$ cat src/rtl/add_arb_pkg.sv
// rtl/add_arb_pkg.sv - shared types and defaults for the two-requester adder arbiter
package add_arb_pkg;

  localparam int DEF_WIDTH = 32;
  localparam int DEF_CNT_W = 16;

  typedef enum logic {
    EMPTY = 1'b0,
    FULL  = 1'b1
  } state_t;

  typedef logic req_id_t;

endpackage

$ cat src/rtl/add_flag_unit.sv
// rtl/add_flag_unit.sv - combinational adder producing sum and Z/V/N flags
module add_flag_unit #(
  parameter int WIDTH = 32
) (
  input  logic [WIDTH-1:0] a,
  input  logic [WIDTH-1:0] b,
  input  logic             sign,
  output logic [WIDTH-1:0] s,
  output logic             z,
  output logic             v,
  output logic             n
);

  logic [WIDTH:0] sum_ext;
  logic           signed_ovf;

  // One shared adder; carry-out gives unsigned overflow, operand/result sign
  // bits give signed overflow, and N reports the sign of the exact sum.
  always_comb begin
    sum_ext    = {1'b0, a} + {1'b0, b};
    s          = sum_ext[WIDTH-1:0];
    z          = (s == '0);
    signed_ovf = (a[WIDTH-1] == b[WIDTH-1]) && (s[WIDTH-1] != a[WIDTH-1]);
    if (sign) begin
      v = signed_ovf;
      n = s[WIDTH-1] ^ signed_ovf;
    end else begin
      v = sum_ext[WIDTH];
      n = 1'b0;
    end
  end

endmodule

$ cat src/rtl/add_arbiter.sv
// rtl/add_arbiter.sv - round-robin arbiter sharing one adder and one result register
module add_arbiter
  import add_arb_pkg::*;
#(
  parameter int WIDTH = DEF_WIDTH,
  parameter int CNT_W = DEF_CNT_W
) (
  input  logic             clk,
  input  logic             reset,
  input  logic             req0_valid,
  output logic             req0_ready,
  input  logic [WIDTH-1:0] req0_a,
  input  logic [WIDTH-1:0] req0_b,
  input  logic             req0_sign,
  input  logic             req1_valid,
  output logic             req1_ready,
  input  logic [WIDTH-1:0] req1_a,
  input  logic [WIDTH-1:0] req1_b,
  input  logic             req1_sign,
  output logic             rsp_valid,
  input  logic             rsp_ready,
  output logic             rsp_id,
  output logic [WIDTH-1:0] rsp_s,
  output logic             rsp_z,
  output logic             rsp_v,
  output logic             rsp_n,
  output logic [CNT_W-1:0] ovf_count
);

  localparam logic [CNT_W-1:0] CNT_MAX = '1;

  state_t           state, state_n;
  req_id_t          last_grant, grant;
  logic             accept, take;
  logic [WIDTH-1:0] op_a, op_b;
  logic             op_sign;
  logic [WIDTH-1:0] fu_s;
  logic             fu_z, fu_v, fu_n;

  // Grant and handshake: ties go to the requester not served last; reset
  // suppresses every ready so nothing is accepted while it is asserted.
  always_comb begin
    grant = 1'b0;
    if (req0_valid && req1_valid) begin
      grant = ~last_grant;
    end else if (req1_valid) begin
      grant = 1'b1;
    end
    accept     = !reset && ((state == EMPTY) || rsp_ready);
    req0_ready = accept && (grant == 1'b0) && req0_valid;
    req1_ready = accept && (grant == 1'b1) && req1_valid;
    take       = req0_ready || req1_ready;
    op_a       = grant ? req1_a    : req0_a;
    op_b       = grant ? req1_b    : req0_b;
    op_sign    = grant ? req1_sign : req0_sign;
  end

  add_flag_unit #(.WIDTH(WIDTH)) u_flag (
    .a    (op_a),
    .b    (op_b),
    .sign (op_sign),
    .s    (fu_s),
    .z    (fu_z),
    .v    (fu_v),
    .n    (fu_n)
  );

  // State register for the result-holding FSM.
  always_ff @(posedge clk) begin
    if (reset) begin
      state <= EMPTY;
    end else begin
      state <= state_n;
    end
  end

  // Next state: any accepted op fills the register; an unrefilled drain empties it.
  always_comb begin
    state_n = state;
    case (state)
      EMPTY: if (take) state_n = FULL;
      FULL: begin
        if (take) begin
          state_n = FULL;
        end else if (rsp_ready) begin
          state_n = EMPTY;
        end
      end
    endcase
  end

  assign rsp_valid = (state == FULL);

  // Result register, round-robin memory and saturating overflow counter,
  // all updated only on an accepted transfer.
  always_ff @(posedge clk) begin
    if (reset) begin
      rsp_id     <= 1'b0;
      rsp_s      <= '0;
      rsp_z      <= 1'b0;
      rsp_v      <= 1'b0;
      rsp_n      <= 1'b0;
      ovf_count  <= '0;
      last_grant <= 1'b1;
    end else if (take) begin
      rsp_id     <= grant;
      rsp_s      <= fu_s;
      rsp_z      <= fu_z;
      rsp_v      <= fu_v;
      rsp_n      <= fu_n;
      last_grant <= grant;
      if (fu_v && (ovf_count != CNT_MAX)) begin
        ovf_count <= ovf_count + 1'b1;
      end
    end
  end

endmodule

$ cat config.mk
export PLATFORM = sky130hd
export DESIGN_NAME = add_arbiter
export DESIGN_NICKNAME = d
export VERILOG_FILES = /design/src/rtl/add_arb_pkg.sv /design/src/rtl/add_flag_unit.sv /design/src/rtl/add_arbiter.sv
export SDC_FILE = /design/constraint.sdc
export NUM_CORES = 1
export LEC_CHECK = 0
export CAP_MARGIN = 20
export CORE_ASPECT_RATIO = 1.2
export CORE_MARGIN = 10
export CORE_UTILIZATION = 50
export CTS_CLUSTER_DIAMETER = 80
export CTS_CLUSTER_SIZE = 8
export DETAILED_ROUTE_END_ITERATION = 10
export PLACE_DENSITY = 0.94
export SYNTH_ARGS = -nofsm -noshare
export SYNTH_HDL_FRONTEND = slang
export SYNTH_SLANG_ARGS = --single-unit
$ cat constraint.sdc
create_clock -name clk -period 10.6 [get_ports clk]
set_clock_uncertainty 0.05 [all_clocks]
set_input_delay 3.18 -clock clk [delete_from_list [all_inputs] [get_ports clk]]
set_output_delay 3.18 -clock clk [all_outputs]
set_load 0.02 [all_outputs]
==> results.md, run 1 <==
- Status: completed
- Yosys top cell area share: 20.9%
- Final Hold Viols: 0
- Row cnt: 40
- Worst Path Required: ~7.4 ns
- Fmax: 114 MHz
- Peak supply drop: around 0.095 mV
- Drt total wl: 18,100 um
- Initial Util: 51.3%
- Starting DRC count in detailed routing: between 400 and 500
- GR Overflow Total: 0
- Final setup fails: 0
- Synthesized instance count: 666
- Post-CTS Resized: 0
- WL/cell: 18.9 um
- Bufs and invs on worst path: 2
- Share of layout cells above drive strength 1: a little under an eighth
- TritonCTS clock tree: built
- PD cells: 117 mW/mm^2
- Dpl hpwl: 14,700 um
- Cell Area, Placed: 0.00710 mm^2
- Register area share after synthesis: 20.9%
- TNS Setup: 0 ns
- Critical path type: in2out
- Slew Limit Fails: 0
- Via density: 6.13
- Ys flop type: dfxtp_1
- Largest net degree at the start of global routing: just over 50
- Clock power frac: 21.7%
- Register Area: 0.00108 mm^2
- First-pass GRT wire length: 29,200 um
- DIE HEIGHT: 131 um
- Top Family by Delay on Critical Path: buffers and inverters
- Post-Syn Area per Cell: between 7 and 8 um^2
- Post-route cell area: 0.00729 mm^2
- Post-CTS Setup Bufs: 0
- TritonRoute pass-1 iters: 7
- Worst skew pair latency: 0.29 ns
- Worst path max stage delay: roughly 0.86 ns
- Logic gate share of total power: between 50% and 60%
- Nets: 999
- Syn_nets: between 800 and 900
- Ys async rst share: 0%
- Top post-synthesis cells by area: dfxtp_1, mux2_2, ha_1
- Worst-path maximum fanout: 33
- CTS sink count: 54
- Worst Reg-to-Reg Cells: 13
- Htree depth: 2
- Worst Hold Class: reg2reg
- EDFF count, synth: 0
- Cts hold-fix bufs: 0
- Via count: 5,871
- Crit path top cell by count: clkdlybuf4s50_1
- ANT nets after route: 0
- Seq cells post-synth: 54
- Int Pwr: 529 uW
- Startpoint types: input pin
- P_leak: 0.00268 uW
- Bufs on Longest Clock Path: 2
- Initial antenna violation count: 0
- Crit path DAT: 5.56 ns
- Yosys warning count: 0
- Utilization after layout: between 70% and 80%
- Final period utilization: roughly 83%
- Final min period: 8.79 ns
- Endpoint class of the critical path: output port
- Clock transition at the registers of the reported paths: roughly 0.070 ns
- Worst-margin pin slew: slightly above 1 ns
- Critical Path Stages: 4
- Total die area: 0.0148 mm^2
- Drt drc: 0
- Synth cell count leaders: nand2_1, a21oi_1, mux2_2
- Area grow syn2layout: 41.2%
- Area leader, netlist: dfxtp_1
- Port bufs: 189
- All-Layer GR Usage: 22.7%
- TritonCTS Buffers: 5
- Slew headroom: 31.1%
- Placer congestion estimate: 0.865
- Root Driver: clkbuf_16
- Area of the multi-input gates: ~0.004 mm^2
- I/O pin count: 190
- Tot Pwr: 853 uW
- Hold Path Stages: 2
- Switch Pwr: 324 uW
- Sequential share of power: 26.7%
- Critical path cell sequence: clkdlybuf4s50_1 -> a21boi_4 -> and3_1 -> clkdlybuf4s50_1
- RSZ-0062 raised after global routing: no
- Antenna diode count: 0
- Switching part of the total power: 38.0%
- Top-count cell post-synth: nand2_1
- Crit-path slowest cell: a21boi_4
- Die Wd: about 110 um
- Floorplan core area: a little over 0.01 mm^2
- Number of global-route vias before repair: 5,898
- Fill count: ~780
- Post-Syn Area: 0.00516 mm^2
- Post-synth cell types: 73
- Max_cap viols: 0
[metal layers]
metal | global-route usage, % | vias to the layer above | routed length (um) | part of all wire (%)
met5 | 0 | - | 0 | 0
met4 | 5.44 | 0 | 388 | 2.1
met3 | 4.37 | 45 | 1420 | 7.9
met2 | 42.2 | 291 | 9450 | 52
met1 | 25.5 | 2707 | 6800 | 38
li1 | - | 2828 | - | -
[through the flow]
stage               std cells  worst slack (ns)  hold WS (ns)
global placement          948              1.98         0.391
CTS                       956              1.80         0.405
detailed placement        948              1.79         0.396
finish                    957              1.81         0.405
global route              957              1.69         0.423
floorplan                 666              2.97         0.435
[final cells by class]
| class | count | share of cell area (%) |
|---|---|---|
| repair buffers | 193 | 26.6 |
| inverters | 15 | 0.772 |
| clock inverters | 2 | 0.515 |
| multi-input cells | 561 | 53.4 |
| well taps | 126 | 2.16 |
| clock buffers | 6 | 1.77 |
| flip-flops and latches | 54 | 14.8 |
[flip-flops by register name, indices dropped and copies added, names as in the netlist]
signal and count:
rsp_s 32, ovf_count 16, last_grant 1, rsp_id 1, rsp_n 1, rsp_v 1
rsp_valid 1, rsp_z 1
[cells in the final DEF, fill, tap and decap left out, types with 11 or more instances in the layout]
cell / instances
a211oi_1: 11
clkdlybuf4s50_1: 188
nand2_1: 80
nand3_1: 21
a21o_1: 11
nor3_1: 13
o31ai_1: 11
dfxtp_1: 54
a21oi_1: 78
ha_1: 33
nor2_1: 41
inv_1: 15
nand4_1: 12
mux2_2: 65
o21ai_0: 28
[worst reg2reg max path: stages, from the launching register on]
cell      delay, ns
dfxtp_1        0.36
a21boi_4       0.82
buf_4          0.56
mux2_2         0.44
ha_1           0.40
and4_1         0.27
and2_1         0.16
a22oi_1        0.27
a21oi_2        0.10
a211oi_2       0.35
mux2_2         0.42
a21o_4         0.30
or4_1          0.52
a21oi_1        0.16
[final timing paths]
check	slack, ns	endpoint	start
worst max-delay path	1.81	req1_ready	req1_valid
worst min-delay path	0.41	rsp_s[28]$_SDFFE_PP0P_	rsp_s[28]$_SDFFE_PP0P_
worst max register to register	5.36	ovf_count[11]$_SDFFE_PP0P_	last_grant$_SDFFE_PP1P_
worst min register to register	0.41	rsp_s[28]$_SDFFE_PP0P_	rsp_s[28]$_SDFFE_PP0P_
[cell families after synthesis]
family / share of synthesized area [%]
compound gates: 25.8
xor+xnor: 2.71
fa+ha+maj: 8.38
buf+inv: 4.14
flops: 20.9
mux: 14.9
simple gates: 23.1
[power by group through the flow]
stage	Clock, uW	Sequential [uW]	Combinational (uW)
after floorplan	0	250	260
after global placement	0	231	418
after detailed placement	0	232	429
after CTS	186	228	431
after global routing	194	229	477
final	185	228	440
No activity file was read; power rests on OpenSTA's default activity.
==> inputs of run 2 (changes only) <==
--- a/config.mk
+++ b/config.mk
@@ -8,11 +8,11 @@
 export CAP_MARGIN = 20
 export CORE_ASPECT_RATIO = 1.2
 export CORE_MARGIN = 10
-export CORE_UTILIZATION = 50
+export CORE_UTILIZATION = 42
 export CTS_CLUSTER_DIAMETER = 80
 export CTS_CLUSTER_SIZE = 8
 export DETAILED_ROUTE_END_ITERATION = 10
-export PLACE_DENSITY = 0.94
+export PLACE_DENSITY = 0.84
 export SYNTH_ARGS = -nofsm -noshare
 export SYNTH_HDL_FRONTEND = slang
 export SYNTH_SLANG_ARGS = --single-unit
==> constraint.sdc (replaced) <==
create_clock -name clk -period 7.3 [get_ports clk]
set_clock_uncertainty 0.05 [all_clocks]
set_input_delay 2.19 -clock clk [delete_from_list [all_inputs] [get_ports clk]]
set_output_delay 2.19 -clock clk [all_outputs]
set_load 0.02 [all_outputs]
==> run 2 against run 1 <==
Compared with the run above: die area up 16%; largest cell class unchanged; flip-flop and latch count unchanged; non-clock buffer count up 2; power up 44%; setup slack worse by 1.2 ns; critical path depth up 10.
==> results.md, run 2 (same netlist as run 1, synthesis figures left out) <==
- Biggest regs: rsp_s: 32 flops, ovf_count: 16 flops (unchanged)
- Initial Util: 42.8% (was 51.3%)
- Fill count: 1,083 (was 777)
- Most frequent cells in the layout: clkdlybuf4s50_1, nand2_1, a21oi_1 (unchanged)
- Via count: 5,695 (was 5,871)
- Fmax: 150 MHz
- Switching part of the total power: 37.2% (was 38.0%)
- Area of the multi-input gates: 0.00389 mm^2 (unchanged)
- Nets: 1,001 (was 999)
- Critical path type: in2reg (was in2out)
- Final min period: 6.68 ns
- Die Wd: 121 um (was 113 um)
- Final setup fails: 0 (unchanged)
- Startpoint types: input pin (unchanged)
- Worst-path maximum fanout: 39 (was 33)
- Htree depth: 2 (unchanged)
- TNS Setup: 0 ns (unchanged)
- Worst Hold Class: reg2reg (unchanged)
- Row cnt: 44 (was 40)
- Endpoint class of the critical path: flip-flop (was output port)
- Area grow syn2layout: 42.5% (was 41.2%)
- Bufs on Longest Clock Path: 2 (unchanged)
- Worst Reg-to-Reg Cells: 13 (unchanged)
- Peak supply drop: 0.128 mV (was 0.0952 mV)
- Sequential share of power: 27.0% (was 26.7%)
- All-Layer GR Usage: 18.0% (was 22.7%)
- Cts hold-fix bufs: 0 (unchanged)
- Worst-margin pin slew: 0.604 ns (was 1.03 ns)
- Clock transition at the registers of the reported paths: 0.07 ns (about the same)
- Total die area: 0.0172 mm^2 (was 0.0148 mm^2)
- TritonRoute pass-1 iters: 5 (was 7)
- Drt drc: 0 (unchanged)
- Max_cap viols: 0 (unchanged)
- RSZ-0062 raised after global routing: no (unchanged)
- P_leak: 0.00270 uW (was 0.00268 uW)
- Final Hold Viols: 0 (unchanged)
- Number of global-route vias before repair: 5,502 (was 5,898)
- Via density: 5.73 (was 6.13)
- Post-CTS Resized: 0 (unchanged)
- Root Driver: clkbuf_16 (unchanged)
- Register Area: 0.00108 mm^2 (unchanged)
- TritonCTS clock tree: built (unchanged)
- Slew headroom: 59.4% (was 31.1%)
- Initial antenna violation count: 0 (unchanged)
- WL/cell: 16.6 um (was 18.9 um)
- Max reg flops: 32 (unchanged)
- Clock power frac: 22.0% (was 21.7%)
- Largest net degree at the start of global routing: 44 (was 51)
- Worst Path Required: 7.47 ns (was 7.37 ns)
- Most flops, register: rsp_s (unchanged)
- Port bufs: 189 (unchanged)
- Dpl hpwl: 13,600 um (was 14,700 um)
- TritonCTS Buffers: 5 (unchanged)
- Crit path DAT: 6.85 ns (was 5.56 ns)
- CTS sink count: 54 (unchanged)
- Starting DRC count in detailed routing: 351 (was 475)
- Post-CTS Setup Bufs: 0 (unchanged)
- Antenna diode count: 0 (unchanged)
- Logic gate share of total power: 51.0% (was 51.6%)
- Drt total wl: 16,500 um (was 18,100 um)
- PD cells: 166 mW/mm^2 (was 117 mW/mm^2)
- First-pass GRT wire length: 26,100 um (was 29,200 um)
- Worst skew pair latency: 0.29 ns (about the same)
- Final period utilization: between 90% and 100%
- I/O pin count: 190 (unchanged)
- Most common cell after layout, fill and taps aside: clkdlybuf4s50_1 (unchanged)
- Placer congestion estimate: 0.927 (was 0.865)
- Share of layout cells above drive strength 1: 12.0% (was 11.7%)
- ANT nets after route: 0 (unchanged)
- Post-route cell area: 0.00736 mm^2 (was 0.00729 mm^2)
- Floorplan core area: 0.0121 mm^2 (was 0.0101 mm^2)
- DIE HEIGHT: 141 um (was 131 um)
- Switch Pwr: 456 uW (was 324 uW)
- Cell Area, Placed: 0.00717 mm^2 (was 0.00710 mm^2)
- GR Overflow Total: 0 (unchanged)
- Hold Path Stages: 2 (unchanged)
- Int Pwr: 768 uW (was 529 uW)
- Status: completed (unchanged)
- Slew Limit Fails: 0 (unchanged)
==> run 2: cell count changes in the layout (fill, tap and decap cells not counted) <==
cell,delta
clkbuf_1,-1
buf_16,-1
inv_6,+1
buf_12,+2
buf_4,+1
clkinv_2,+1
clkinvlp_4,-1
==> run 2: routing by layer <==
metal	GRT usage, %	wire length (um)
met1	20.8	6670
met2	32.6	8290
met3	4.13	1210
met4	4.21	302
met5	0	0
==> run 2: power by group through the flow <==
| stage | registers (uW) | clock network [uW] | logic [uW] |
|---|---|---|---|
| 2_1_floorplan | 363 | 0 | 377 |
| 3_3_place_gp | 336 | 0 | 610 |
| 3_5_place_dp | 337 | 0 | 616 |
| 4_1_cts | 330 | 272 | 618 |
| 5_1_grt | 333 | 286 | 686 |
| 6_report | 330 | 269 | 625 |
==> run 2: worst paths after layout <==
check                               start                    endpoint  slack (ns)
setup / recovery               req0_valid  ovf_count[15]$_SDFFE_PP0P_        0.62
hold / removal         rsp_v$_SDFFE_PP0P_          rsp_v$_SDFFE_PP0P_        0.41
setup reg to reg  last_grant$_SDFFE_PP1P_  ovf_count[15]$_SDFFE_PP0P_        2.82
hold reg to reg        rsp_v$_SDFFE_PP0P_          rsp_v$_SDFFE_PP0P_        0.41
==> run 2: final cells by class <==
cell class / count / area share [%]
clock inverter: 3 / 0.595
tap: 161 / 2.74
timing repair buffer: 195 / 26.6
inverter: 15 / 0.765
sequential: 54 / 14.7
multi-input combinational: 561 / 52.9
clock buffer: 5 / 1.70
==> run 2: metrics by stage <==
| stage | utilization, % | setup WS [ns] | hold slack (ns) | power (uW) | std cells |
|---|---|---|---|---|---|
| floorplan | - | 1.02 | 0.435 | 740 | 666 |
| global placement | 59.5 | 0.520 | 0.391 | 946 | 985 |
| detailed placement | 59.5 | 0.369 | 0.398 | 953 | 985 |
| CTS | 60.9 | 0.645 | 0.408 | 1220 | 993 |
| global route | 61.0 | 0.349 | 0.427 | 1300 | 994 |
| finish | 61.0 | 0.618 | 0.406 | 1220 | 994 |
==> run 2: worst max-delay path: stages <==
cell	delay, ns
clkdlybuf4s50_1	0.57
a21boi_4	0.41
buf_12	0.27
mux2_2	0.37
ha_1	0.39
a21oi_1	0.26
o21ai_0	0.21
a22oi_1	0.34
a21oi_2	0.10
a211oi_2	0.36
mux2_2	0.42
a21o_4	0.30
or4_1	0.52
a21oi_1	0.15
==> inputs of run 3 (changes only) <==
--- a/config.mk
+++ b/config.mk
@@ -12,7 +12,7 @@
 export CTS_CLUSTER_DIAMETER = 80
 export CTS_CLUSTER_SIZE = 8
 export DETAILED_ROUTE_END_ITERATION = 10
-export PLACE_DENSITY = 0.84
+export PLACE_DENSITY_LB_ADDON = 0.15
 export SYNTH_ARGS = -nofsm -noshare
 export SYNTH_HDL_FRONTEND = slang
 export SYNTH_SLANG_ARGS = --single-unit
==> run 3 against run 2 <==
Compared with the run above: flip-flop and latch count unchanged; clock power is 6% higher; wire length up 5.0%; largest cell class unchanged; cell count down 0.10%; critical path depth did not move; critical path type unchanged; power rose by 1.6%; die area unchanged; highest routed layer unchanged.
==> results.md, run 3 (same netlist as run 1, synthesis figures left out) <==
- Status: completed (unchanged)
- Drt total wl: 17,300 um (was 16,500 um)
- TritonCTS clock tree: built (unchanged)
- Slew headroom: 57.8% (was 59.4%)
- GR Overflow Total: 0 (unchanged)
- Grt met1 use: 22.8% (was 20.8%)
- Final period utilization: 90.1% (was 91.5%)
- Antenna diode count: 0 (unchanged)
- Cts hold-fix bufs: 0 (unchanged)
- PD cells: 169 mW/mm^2 (was 166 mW/mm^2)
- ANT nets after route: 0 (unchanged)
- Slew Limit Fails: 0 (unchanged)
- Placer congestion estimate: 0.897 (was 0.927)
- Worst path max stage delay: 0.59 ns (was 0.57 ns)
- I/O pin count: 190 (unchanged)
- Critical path cell sequence: clkdlybuf4s50_1 -> a21boi_4 -> buf_12 -> mux2_2 -> ha_1 -> a21oi_1 -> o21ai_0 -> a22oi_1 -> a21oi_2 -> a211oi_2 -> mux2_2 -> a21o_4 -> or4_1 -> a21oi_1 (unchanged)
- Crit-path slowest cell: clkdlybuf4s50_1 (unchanged)
- Area grow syn2layout: 42.5% (about the same)
- Max_cap viols: 0 (unchanged)
- Floorplan core area: 0.0121 mm^2 (unchanged)
- Most flops, register: rsp_s (unchanged)
- Critical path type: in2reg (unchanged)
- Peak supply drop: 0.0948 mV (was 0.128 mV)
- Post-CTS Resized: 0 (unchanged)
- P_leak: 0.00270 uW (about the same)
- Worst Reg-to-Reg Cells: 13 (unchanged)
- First-pass GRT wire length: 27,900 um (was 26,100 um)
- Fmax: 152 MHz (was 150 MHz)
- Min-delay src: rsp_s[31]$_SDFFE_PP0P_ (was rsp_v$_SDFFE_PP0P_)
- Worst R2R End: ovf_count[13]$_SDFFE_PP0P_ (was ovf_count[15]$_SDFFE_PP0P_)
- Final Hold Viols: 0 (unchanged)
- Dpl hpwl: 14,300 um (was 13,600 um)
- Crit path DAT: 6.76 ns (was 6.85 ns)
- DIE HEIGHT: 141 um (unchanged)
- Worst Path Required: 7.48 ns (was 7.47 ns)
- TritonCTS Buffers: 5 (unchanged)
- Port bufs: 189 (unchanged)
- Hold Path Stages: 2 (unchanged)
- Biggest regs: rsp_s: 32 flops, ovf_count: 16 flops (unchanged)
- Row cnt: 44 (unchanged)
- WL/cell: 17.4 um (was 16.6 um)
- Worst skew pair latency: 0.30 ns (was 0.29 ns)
- Via count: 5,678 (was 5,695)
- Post-route cell area: 0.00736 mm^2 (about the same)
- TritonRoute pass-1 iters: 5 (unchanged)
- Post-CTS Setup Bufs: 0 (unchanged)
- RR Startpoint: last_grant$_SDFFE_PP1P_ (unchanged)
- Final min period: 6.58 ns (was 6.68 ns)
- Root Driver: clkbuf_16 (unchanged)
- Share of layout cells above drive strength 1: 11.9% (was 12.0%)
- Largest net degree at the start of global routing: 44 (unchanged)
- TNS Setup: 0 ns (unchanged)
- Worst-path maximum fanout: 39 (unchanged)
- Worst hold endpoint: rsp_s[31]$_SDFFE_PP0P_ (was rsp_v$_SDFFE_PP0P_)
- GRT met3 Usage: 3.41% (was 4.13%)
- RSZ-0062 raised after global routing: no (unchanged)
- Total die area: 0.0172 mm^2 (unchanged)
- All-Layer GR Usage: 19.2% (was 18.0%)
- Initial antenna violation count: 0 (unchanged)
- Via density: 5.72 (was 5.73)
- Drt drc: 0 (unchanged)
- Met2 Use GR: 34.9% (was 32.6%)
- Max reg flops: 32 (unchanged)
- Final setup fails: 0 (unchanged)
- Bufs on Longest Clock Path: 2 (unchanged)
- Endpoint class of the critical path: flip-flop (unchanged)
- Number of global-route vias before repair: 5,664 (was 5,502)
- CTS sink count: 54 (unchanged)
- Clock transition at the registers of the reported paths: 0.07 ns (about the same)
- Internal reg-to-reg setup slack: 2.92 ns (was 2.82 ns)
- Nets: 1,000 (was 1,001)
- Most frequent cells in the layout: clkdlybuf4s50_1, nand2_1, a21oi_1 (unchanged)
- Cell Area, Placed: 0.00716 mm^2 (was 0.00717 mm^2)
- Most common cell after layout, fill and taps aside: clkdlybuf4s50_1 (unchanged)
- Worst-margin pin slew: 0.626 ns (was 0.604 ns)
- Die Wd: 121 um (unchanged)
- GRT busiest layer: met2 (unchanged)
- Startpoint types: input pin (unchanged)
- Htree depth: 2 (unchanged)
- Fill count: 1,085 (was 1,083)
- Initial Util: 42.8% (unchanged)
- Starting DRC count in detailed routing: 335 (was 351)
- Worst Hold Class: reg2reg (unchanged)
-- run 3: cell count changes in the layout (fill, tap and decap cells not counted), sizes merged --
| cell | previous run | this run |
|---|---|---|
| clkinv | 1 | 0 |
| clkbuf | 5 | 6 |
| buf | 7 | 6 |
-- run 3: worst max-delay path by stage --
| stage | from | endpoint | slack, ns |
|---|---|---|---|
| CTS | req1_valid | ovf_count[13]$_SDFFE_PP0P_ | 0.74 |
| global placement | req1_valid | ovf_count[9]$_SDFFE_PP0P_ | 0.60 |
| finish | req1_valid | ovf_count[13]$_SDFFE_PP0P_ | 0.72 |
| detailed placement | req1_valid | ovf_count[13]$_SDFFE_PP0P_ | 0.46 |
| floorplan | req1_valid | ovf_count[5]$_SDFFE_PP0P_ | 1.02 |
| global route | req1_valid | ovf_count[13]$_SDFFE_PP0P_ | 0.49 |
-- run 3: per-stage QoR --
| step | setup slack (ns) | cells | hold slack (ns) | total power, uW | util (%) |
|---|---|---|---|---|---|
| global placement | 0.598 | 984 | 0.396 | 951 | 59.4 |
| global route | 0.491 | 993 | 0.427 | 1330 | 61.0 |
| detailed placement | 0.462 | 984 | 0.398 | 960 | 59.4 |
| CTS | 0.743 | 992 | 0.408 | 1250 | 60.9 |
| floorplan | 1.02 | 666 | 0.435 | 740 | - |
| finish | 0.724 | 993 | 0.407 | 1240 | 61.0 |
-- run 3: final cells by class --
class / instances / area, um^2 / share of cell area, %
Sequential cell: 54 / 1080 / 14.7
Inverter: 15 / 56.3 / 0.765
Timing Repair Buffer: 194 / 1950 / 26.5
Clock buffer: 6 / 139 / 1.89
Tap cell: 161 / 201 / 2.74
Multi-Input combinational cell: 561 / 3890 / 52.9
Clock inverter: 2 / 38.8 / 0.527
-- run 3: worst max-delay path, delay by kind of cell --
family	cells	cell delay, ns
multiplexers	2	0.79
adder cells (fa/ha/maj)	1	0.39
AO/OA/AOI/OAI	8	1.98
buffers and inverters	2	0.82
AND/OR/NAND/NOR	1	0.53
-- run 3: report_power, final --
group          switching, uW  internal, uW  leakage [uW]  total, uW
Clock                    112           173     0.0000875        284
Sequential              13.4           318      0.000441        331
Combinational            341           288       0.00217        629
Total                    466           778       0.00270       1240
-- run 3: routing by layer --
layer,vias up,routed length (um)
li1,2832,-
met3,21,1020
met2,183,8720
met4,0,318
met5,-,0
met1,2642,7240
